--- src/rtl/btn_debounce_pkg.sv ---
// Shared types and constants for the button debouncer and related board-input logic.
package btn_debounce_pkg;

  // Debouncer FSM state; all four encodings are in use.
  typedef enum logic [1:0] {
    S_LOW  = 2'd0,
    S_RISE = 2'd1,
    S_HIGH = 2'd2,
    S_FALL = 2'd3
  } btn_state_e;

  // 10 ms qualification window at a 100 MHz clock.
  localparam int unsigned DEBOUNCE_CNT_100MHZ = 1000000;

endpackage

--- src/rtl/sync_2ff.sv ---
// Two-flop synchroniser for a single asynchronous level; resets to 0.
module sync_2ff
  import btn_debounce_pkg::*;
(
  input  logic clk,
  input  logic rst_n,
  input  logic d,
  output logic q
);

  logic meta_q;

  // Shift the raw level through two flops to settle metastability.
  always_ff @(posedge clk or negedge rst_n) begin
    if (!rst_n) begin
      meta_q <= 1'b0;
      q      <= 1'b0;
    end else begin
      meta_q <= d;
      q      <= meta_q;
    end
  end

endmodule

--- src/rtl/btn_debounce.sv ---
// Push-button debouncer: 2-flop synchroniser followed by a counter-qualified FSM.
// btn_level follows the synchronised input only after it has held a new value for
// CNT_MAX consecutive FSM evaluations beyond the first. Optional macro
// BTN_DEBOUNCE_GLITCH_CNT_EN adds an 8-bit saturating count of aborted qualifications.
module btn_debounce
  import btn_debounce_pkg::*;
#(
  parameter int unsigned CNT_MAX = DEBOUNCE_CNT_100MHZ
) (
  input  logic       clk,
  input  logic       rst_n,
  input  logic       btn_in,
  output logic       btn_level,
  output logic       bouncing
`ifdef BTN_DEBOUNCE_GLITCH_CNT_EN
  ,
  output logic [7:0] glitch_cnt
`endif
);

  localparam int unsigned CNT_W = $clog2(CNT_MAX);
  localparam logic [CNT_W-1:0] CNT_LAST = CNT_W'(CNT_MAX - 1);

  logic             sync_q2;
  btn_state_e       state_q, state_d;
  logic [CNT_W-1:0] cnt_q, cnt_d;
  logic             abort;
  logic             level_d, bouncing_d;

  sync_2ff u_sync (
    .clk   (clk),
    .rst_n (rst_n),
    .d     (btn_in),
    .q     (sync_q2)
  );

  // Next-state, qualification counter and registered-output decode.
  always_comb begin
    state_d = state_q;
    cnt_d   = '0;
    abort   = 1'b0;
    case (state_q)
      S_LOW: begin
        if (sync_q2) state_d = S_RISE;
      end
      S_RISE: begin
        if (!sync_q2) begin
          state_d = S_LOW;
          abort   = 1'b1;
        end else if (cnt_q == CNT_LAST) begin
          state_d = S_HIGH;
        end else begin
          cnt_d = cnt_q + CNT_W'(1);
        end
      end
      S_HIGH: begin
        if (!sync_q2) state_d = S_FALL;
      end
      S_FALL: begin
        if (sync_q2) begin
          state_d = S_HIGH;
          abort   = 1'b1;
        end else if (cnt_q == CNT_LAST) begin
          state_d = S_LOW;
        end else begin
          cnt_d = cnt_q + CNT_W'(1);
        end
      end
      default: state_d = S_LOW;
    endcase
    // Outputs are decoded from the next state so they land in flops alongside it.
    level_d    = (state_d == S_HIGH) || (state_d == S_FALL);
    bouncing_d = (state_d == S_RISE) || (state_d == S_FALL);
  end

  // State, counter and output registers.
  always_ff @(posedge clk or negedge rst_n) begin
    if (!rst_n) begin
      state_q   <= S_LOW;
      cnt_q     <= '0;
      btn_level <= 1'b0;
      bouncing  <= 1'b0;
    end else begin
      state_q   <= state_d;
      cnt_q     <= cnt_d;
      btn_level <= level_d;
      bouncing  <= bouncing_d;
    end
  end

`ifdef BTN_DEBOUNCE_GLITCH_CNT_EN
  logic [7:0] glitch_q;

  // Saturating count of aborted qualifications; cleared only by reset.
  always_ff @(posedge clk or negedge rst_n) begin
    if (!rst_n) begin
      glitch_q <= 8'd0;
    end else if (abort && (glitch_q != 8'hFF)) begin
      glitch_q <= glitch_q + 8'd1;
    end
  end

  assign glitch_cnt = glitch_q;
`else
  logic unused_abort;
  assign unused_abort = abort;
`endif

endmodule

--- config.mk ---
export PLATFORM = sky130hd
export DESIGN_NAME = btn_debounce
export DESIGN_NICKNAME = d
export VERILOG_FILES = /design/src/rtl/btn_debounce_pkg.sv /design/src/rtl/sync_2ff.sv /design/src/rtl/btn_debounce.sv
export SDC_FILE = /design/constraint.sdc
export NUM_CORES = 1
export LEC_CHECK = 0
export ABC_AREA = 1
export BUFFER_PORTS_ARGS = -buffer_cell sky130_fd_sc_hd__buf_2
export CAP_MARGIN = 40
export CORE_MARGIN = 2
export CORE_UTILIZATION = 55
export DETAILED_ROUTE_END_ITERATION = 10
export GPL_ROUTABILITY_DRIVEN = 0
export PLACE_DENSITY = 0.78
export SLEW_MARGIN = 30
export SYNTH_ARGS = -nofsm -noshare
export SYNTH_HDL_FRONTEND = slang
export SYNTH_SLANG_ARGS = --single-unit
--- constraint.sdc ---
create_clock -name clk -period 1.6 [get_ports clk]
set_input_delay 0.48 -clock clk [delete_from_list [all_inputs] [get_ports clk]]
set_output_delay 0.48 -clock clk [all_outputs]
set_load 0.01 [all_outputs]
After elaboration in Yosys (flattened, before gate mapping)
Cells that the tools add are included.
{"block": "totals", "regBits": 26, "input_bits": 3, "output_inout_bits": 2, "word_cells": 28}
{"block": "op_classes", "addsub": 1, "n_eq_ne": 7, "mux": 11, "n_reduce_logical": 3}
{"cell": "2-to-1 mux 20 bit", "count": 3}
{"cell": "one-hot mux 20 bit (2 select lines)", "count": 1}
{"cell": "adder 20 x 1 -> 20 bit (second input constant)", "count": 1}
{"cell": "== test 20 bit (second input constant)", "count": 1}
{"cell": "2-to-1 mux 2 bit", "count": 6}
{"cell": "== test 2 bit (second input constant)", "count": 4}
{"cell": "one-hot mux 2 bit (4 select lines)", "count": 1}
{"cell": "== test 2 x 1 -> 1 bit (second input constant)", "count": 2}
{"cell": "logical NOT 2 bit", "count": 1}
{"cell": "logical OR 1 bit", "count": 2}

Logic depth before layout (Yosys ltp)
Gate-level depths: netlist (run 1).
{"block": "depth", "word_depth": 6, "depth_mapped": 8, "ltp_nobuf": 8}

Hierarchy
From an unflattened synthesis (run 1), not the netlist that was laid out.
{"block": "hier_totals", "cells_unflattened": 153, "area_unflattened_um2": 1301.2}
{"mod": "btn_debounce", "instances": 1, "cells_per_inst": 151, "area_each_um2": 1251.2, "seq_area_each_um2": 575.6}
{"mod": "sync_2ff", "instances": 1, "cells_per_inst": 2, "area_each_um2": 50.0, "seq_area_each_um2": 50.0}

Worst setup path after synthesis (run 1)
Ideal clock, no wire load.
{"block": "synth_path", "kind": "register -> register", "from": "reg cnt_q[0]", "to": "reg cnt_q[11]", "setup_time_ps": 118, "arrival_ps": 1237, "t_required_ps": 1482, "path_slack_ps": 244, "stages_incl_launch_ff": 8, "n_path_buf": 1, "period_less_slack_ps": 1356, "cell_sequence": "dfrtp_1 ha_1 nand2_1 nor2_4 nand3_2 o21bai_4 buf_6 nor2_1"}
{"block": "synth_via", "elab_chain_len": 4, "word_cells_on_any_way": 6, "classes_between": "1 x add/sub; 1 x eq/ne; 4 x mux"}
{"item": "from (decl)", "line": "btn_debounce.sv:26", "rtl": "logic [CNT_W-1:0] cnt_q, cnt_d;"}
{"item": "from (signal assigned)", "line": "btn_debounce.sv:85", "rtl": "cnt_q <= cnt_d;"}
{"item": "adder 20 x 1 -> 20 bit or == test 20 bit (tied branches)"}
{"item": "2-to-1 mux 20 bit *", "line": "btn_debounce.sv:50, btn_debounce.sv:63"}
{"item": "2-to-1 mux 20 bit (on tied branches)", "line": "btn_debounce.sv:60, btn_debounce.sv:47"}
{"item": "one-hot mux 20 bit (2 select lines) *", "line": "btn_debounce.sv:42", "rtl": "case (state_q)"}
{"item": "named net cnt_d[11]", "line": "btn_debounce.sv:26"}
Mark *: on every way through the listed nets, which the timed path passes. The rest lies on a longest branch.

Final worst setup path (run 1)
{"block": "layout_path", "from": "reg cnt_q[0]", "to": "reg cnt_q[8]"}
The elaborated chain is that of the path after synthesis.

==> results.toml, run 1 <==
[logic_synthesis]
syn_area_um2 = 1325
ys_types = 18
syn_avg_cell_area_um2 = 7.659
synth_top_area_share = 0.4721
yosys_most_used_dff = "dfrtp_1"
syn_inst = 173
synth-seq-cells = 25
synth_top_area_cell = "dfrtp_1"
ys_seq_area_frac = 0.4721
synth-edff-count = 0
synth_nets = 177
synthTopCellsByArea = "dfrtp_1 (47%), nor2_1 (14%), nand2_1 (13%), xor2_1 (5.3%), nand3_1 (4.5%)"
yosysWarnings = 0
synthArstFlopShare = 1.000

[die]
dieArea_um2 = 2817
die_w_um = 53.08
core-area_um2 = 2255
rows = 17
start_util = 0.5877
die_y_um = 53.08
ios = 5

[global_routing]
antenna_found_initial = 0
grt_usage = 0.2107
grt-ovfl-total = 0
grt_pass1_vias = 1005
grt_max_degree = 26
grt_pass1_wl_um = 4291

[route]
drtAntennaViolNets = 0
drc = 0
vias_per_cell = 5.242
routed-via-count = 1106
post_drt_wl_per_cell_um = 12.28
dr.pass1.iters = 4
drtIter0Drc = 36
wl_um = 2591

[sta]
relSlewSlack = 0.6381
finalClockSkew_ns = 0.004338
finalCritPeriodShare = 0.9153
setup_viol = 0
rsz0062_at_grt = "false"
max_freq_ghz = 0.6828
fin_tns_setup_ns = 0
slew_viol_final = 0
period_minus_slack_ns = 1.465
tightest_slew_ns = 0.5428
final-hold-violation-count = 0

[placement]
io_buffer_count = 4
dp.final_hpwl_um = 1893

[critical_path]
crit_chain = "ha_1, nand2_1, nor2_4, nand3_2, o21bai_4, buf_4, nor2_1"
reg2reg_to = "cnt_q[8]$_DFF_PN0_"
rr_startpoint = "cnt_q[0]$_DFF_PN0_"
path_max_fanout = 8
required_ns = 1.81
cp.buffers_inverters = 1
cp-start-kind = "flop"
criticalPathCategory = "reg -> reg"
rr_worst_depth = 7
cp_top_family = "simple AND/OR/NAND/NOR gates"
crit_arrival_ns = 1.68
end_kind = "flop"
cpMaxStageDelayCell = "dfrtp_1"
regToRegSetupSlack_ns = 0.14
cp_slowest_stage_delay_ns = 0.39

[clocking]
cts_made_buffers = 3
root_buffer = "clkbuf_4"
worstSkewPairLatency_ns = 0.31
clock_path_buffers = 2
numClockSinks = 25
tritoncts = "yes"
clk_pin_slew_ns = 0.12
htreeDepth = 1
holdBufCountCts = 0

[power]
p_total_w = 0.0009554
max-vdd-ir-drop_mv = 0.6803
power.density_nw_per_um2 = 670.4
power.static_leakage_nw = 0.6185

[final_layout]
nets = 188
drive_above_1_share = 0.1038
antenna_cells = 0
fillers = 196
synthToLayoutAreaGrowth_pct = 7.555

[run_status]
status = "finished, final reports clean"

[min_path]
hp-class = "in -> async"

[job]
drv_cap = 0
[synth_stat cells, types with 2 or more instances]
| cell type | instances |
|---|---|
| xnor2_1 | 3 |
| nand4_1 | 2 |
| dfrtp_1 | 25 |
| nor2_2 | 3 |
| inv_1 | 15 |
| a21oi_1 | 3 |
| nor2_1 | 48 |
| nand3_2 | 2 |
| nand3_1 | 12 |
| xor2_1 | 8 |
| nand2_1 | 45 |
[worst max path at each step]
stage	start	end	slack, ns	cells past startpoint
after floorplan	cnt_q[0]$_DFF_PN0_	cnt_q[11]$_DFF_PN0_	0.24	7
after global placement	cnt_q[0]$_DFF_PN0_	cnt_q[14]$_DFF_PN0_	0.15	6
after detailed placement	cnt_q[0]$_DFF_PN0_	cnt_q[14]$_DFF_PN0_	0.05	6
after CTS	cnt_q[0]$_DFF_PN0_	cnt_q[14]$_DFF_PN0_	0.03	6
after global routing	cnt_q[0]$_DFF_PN0_	state_q[1]$_DFF_PN0_	0.0002	8
final	cnt_q[0]$_DFF_PN0_	cnt_q[8]$_DFF_PN0_	0.14	7
[state kept, by name, summed over array words and instances, names as in the netlist]
register       count
u_sync.q           1
cnt_q             20
state_q            1
bouncing           1
u_sync.meta_q      1
btn_level          1
[metrics by stage]
stage	setup slack [ns]	std cells	hold WS, ns	cell area, µm²	util
global placement	0.1549	204	0.3400	1369	0.6071
detailed placement	0.05053	204	0.3444	1369	0.6071
floorplan	0.2442	173	0.1844	1325	-
global route	0.0002176	211	0.1570	1425	0.6321
CTS	0.03010	208	0.1419	1395	0.6188
finish	0.1355	211	0.1303	1425	0.6321
[layout make-up]
cell class | instances | area, µm² | share of cell area
multi-input cells | 132 | 639.4 | 0.4486
flip-flops and latches | 25 | 625.6 | 0.4390
well taps | 28 | 35.03 | 0.02458
clock buffers | 4 | 26.28 | 0.01844
inverters | 15 | 56.30 | 0.03951
repair buffers | 7 | 42.54 | 0.02985
[worst reg2reg max path: cells and delay by family, from the launching register on]
family          cells  cell delay [ns]
simple gates        4             0.49
flops               1             0.39
buf+inv             1             0.18
fa+ha+maj           1             0.17
compound gates      1             0.15
[cell usage in the layout (no fill, tap or decap)]
| cell | instances |
|---|---|
| buf_4 | 3 |
| dfrtp_1 | 25 |
| xor2_1 | 8 |
| nor2_1 | 47 |
| ha_1 | 1 |
| o21bai_4 | 1 |
| a21oi_1 | 3 |
| o21bai_1 | 1 |
| clkbuf_4 | 3 |
| nand2_1 | 45 |
| nor2_2 | 4 |
| o21ai_0 | 1 |
| clkbuf_1 | 1 |
| nand3_2 | 3 |
| nand3_1 | 11 |
| inv_1 | 15 |
| xnor2_1 | 3 |
| o21ai_1 | 1 |
| nor2_4 | 1 |
| buf_2 | 4 |
| nand4_1 | 2 |
[layer usage]
metal  wire length (µm)  vias up  GRT usage
met3                 77        5    0.03672
met4                 36        0    0.07265
li1                   -      554          -
met5                  0        -          0
met1               1218      526     0.2841
met2               1260       21     0.3417
[power by group]
group	total, W	internal (W)	switching, W	leakage (nW)
clock	0.000272	0.0000975	0.000174	0.0150
combinational	0.0000416	0.0000140	0.0000276	0.262
sequential	0.000642	0.000638	0.00000406	0.341
[cell families after synthesis]
| group | synth area share |
|---|---|
| and+or+nand+nor | 0.3560 |
| DFF | 0.4721 |
| buffers and inverters | 0.05099 |
| xor gates and xnor gates | 0.07272 |
| AOI/OAI and AO/OA | 0.03871 |
| adders and majority gates | 0.009441 |
[timing repair]
| action | CTS | global route |
|---|---|---|
| setup endpoints to repair | 0 | 17 |
| setup buffers | 0 | 3 |
| resized for setup | 0 | 2 |
(Power assumes the default switching activity.)
==> run 2: changes to the inputs <==
- CORE_MARGIN: 2 -> 8
- CORE_UTILIZATION: 55 -> 60
- PLACE_DENSITY: 0.78 -> 0.84
- clock period: 1.6 -> 1.9 ns (I/O delays scaled with it)
==> run 2 against run 1 <==
Effect of this change: maximum frequency shrank 6.5%; flip-flop and latch count is the same; critical path depth shrank 1; die area grew 41%; cell area shrank 1.8%; wire length grew 0.77%; hold slack gained 0.079 ns; via count shrank 1.2%; worst setup slack gained 0.20 ns; highest routed layer unchanged.
==> results.toml, run 2 (same netlist as run 1, synthesis figures left out) <==
[sta]
setup_viol = 0
max_freq_ghz = 0.6383
fin_tns_setup_ns = 0
finalClockSkew_ns = 0.003218
rsz0062_at_grt = "false"
period_minus_slack_ns = 1.567
relSlewSlack = 0.6352
final-hold-violation-count = 0
finalCritPeriodShare = 0.8246
tightest_slew_ns = 0.5473
slew_viol_final = 0

[power]
intPower_w = 0.0006258
comb_power_share = 0.037
p_clk_frac = 0.298
power.density_nw_per_um2 = 582.2
p_total_w = 0.0008145
max-vdd-ir-drop_mv = 0.5119
power.static_leakage_nw = 0.6041
seq_power_share = 0.664
swShare = 0.2317
p_switching_w = 0.0001887

[critical_path]
rr_worst_depth = 6
crit_arrival_ns = 1.78
criticalPathCategory = "reg -> reg"
cp_slowest_stage_delay_ns = 0.40
cp.buffers_inverters = 0
path_max_fanout = 15
cp-start-kind = "flop"
end_kind = "flop"
endpoint = "cnt_q[18]$_DFF_PN0_"
rr_startpoint = "cnt_q[0]$_DFF_PN0_"
cp_top_family = "simple AND/OR/NAND/NOR gates"
cp.depth = 6
reg2reg_to = "cnt_q[18]$_DFF_PN0_"
cpMaxStageDelayCell = "dfrtp_1"
worstSetupStartpoint = "cnt_q[0]$_DFF_PN0_"
required_ns = 2.11
crit_chain = "ha_1, nand2_1, nor2_4, nand3_2, o21bai_4, nor2_1"
regToRegSetupSlack_ns = 0.33

[clocking]
htreeDepth = 1
holdBufCountCts = 0
numClockSinks = 25
tritoncts = "yes"
cts_resized = 0
cts_made_buffers = 3
root_buffer = "clkbuf_4"
clock_path_buffers = 2
worstSkewPairLatency_ns = 0.32
postCtsSetupRepairBufs = 0
clk_pin_slew_ns = 0.14

[placement]
io_buffer_count = 4
dp.final_hpwl_um = 1958

[route]
routed-via-count = 1093
drtAntennaViolNets = 0
drc = 0
drtIter0Drc = 50
wl_um = 2611
dr.pass1.iters = 4
vias_per_cell = 5.255
post_drt_wl_per_cell_um = 12.55

[die]
start_util = 0.6168
die_w_um = 63.00
dieArea_um2 = 3968
die_y_um = 63.00
rows = 17
core-area_um2 = 2148
ios = 5

[final_layout]
multiInputGateArea_um2 = 631.9
regMostFlops = "cnt_q"
largest_reg_flops = 20
nets = 185
ff_latch_area_um2 = 625.6
final_common_cell = "nor2_1"
drive_above_1_share = 0.08333
antenna_cells = 0
final_cell_mix = "nor2_1 (48), nand2_1 (45), dfrtp_1 (25), inv_1 (15), nand3_1 (12)"
fillers = 182
synthToLayoutAreaGrowth_pct = 5.571

[global_routing]
grt_pass1_vias = 1066
grt-ovfl-total = 0
grt_max_degree = 26
antenna_found_initial = 0
grt_pass1_wl_um = 4519
grt_usage = 0.1411

[min_path]
hp-class = "in -> async"

[job]
drv_cap = 0

[run_status]
status = "finished, final reports clean"
run 2: changes by cell type in the layout (fill, tap and decap cells not counted):
cell and delta:
nand3_2 -1, nor2_2 -1, buf_4 -3, nand3_1 +1
nor2_1 +1, clkbuf_1 -1, clkinvlp_4 +1
run 2: area by class of cell:
cell class / instances / area share
multi-input cells: 132 / 0.4517
flip-flops and latches: 25 / 0.4472
inverters: 15 / 0.04025
well taps: 28 / 0.02504
clock buffers: 3 / 0.01610
repair buffers: 4 / 0.01431
clock inverters: 1 / 0.005367
run 2: metal layers:
layer,part of all wire,track usage
met5,0,0
met4,0.022,0.08262
met3,0.046,0.03405
met2,0.50,0.2266
met1,0.43,0.1663
run 2: how the worst min path moves through the flow:
stage / start / end / cells past startpoint / slack, ns
floorplan: rst_n / bouncing$_DFF_PN0_ / 0 / 0.27
global placement: u_sync.meta_q$_DFF_PN0_ / u_sync.q$_DFF_PN0_ / 0 / 0.34
detailed placement: u_sync.meta_q$_DFF_PN0_ / u_sync.q$_DFF_PN0_ / 0 / 0.35
CTS: rst_n / cnt_q[13]$_DFF_PN0_ / 1 / 0.22
global route: rst_n / cnt_q[17]$_DFF_PN0_ / 1 / 0.24
finish: rst_n / cnt_q[13]$_DFF_PN0_ / 1 / 0.21
run 2: per-stage QoR:
step	utilization	hold slack, ns	worst slack (ns)	instances	cell area [µm²]
4_1_cts	0.6511	0.2167	0.3399	208	1399
3_3_place_gp	0.6372	0.3364	0.4480	204	1369
2_1_floorplan	-	0.2744	0.5442	173	1325
6_report	0.6511	0.2097	0.3333	208	1399
3_5_place_dp	0.6372	0.3517	0.3535	204	1369
5_1_grt	0.6511	0.2407	0.2161	208	1399
run 2: power groups by stage:
stage                     clock (W)  sequential (W)  combinational [W]
after CTS                  0.000254        0.000541          0.0000316
after floorplan                   0        0.000551          0.0000157
after global placement            0        0.000551          0.0000303
final                      0.000243        0.000541          0.0000305
after detailed placement          0        0.000551          0.0000315
after global routing       0.000274        0.000542          0.0000360
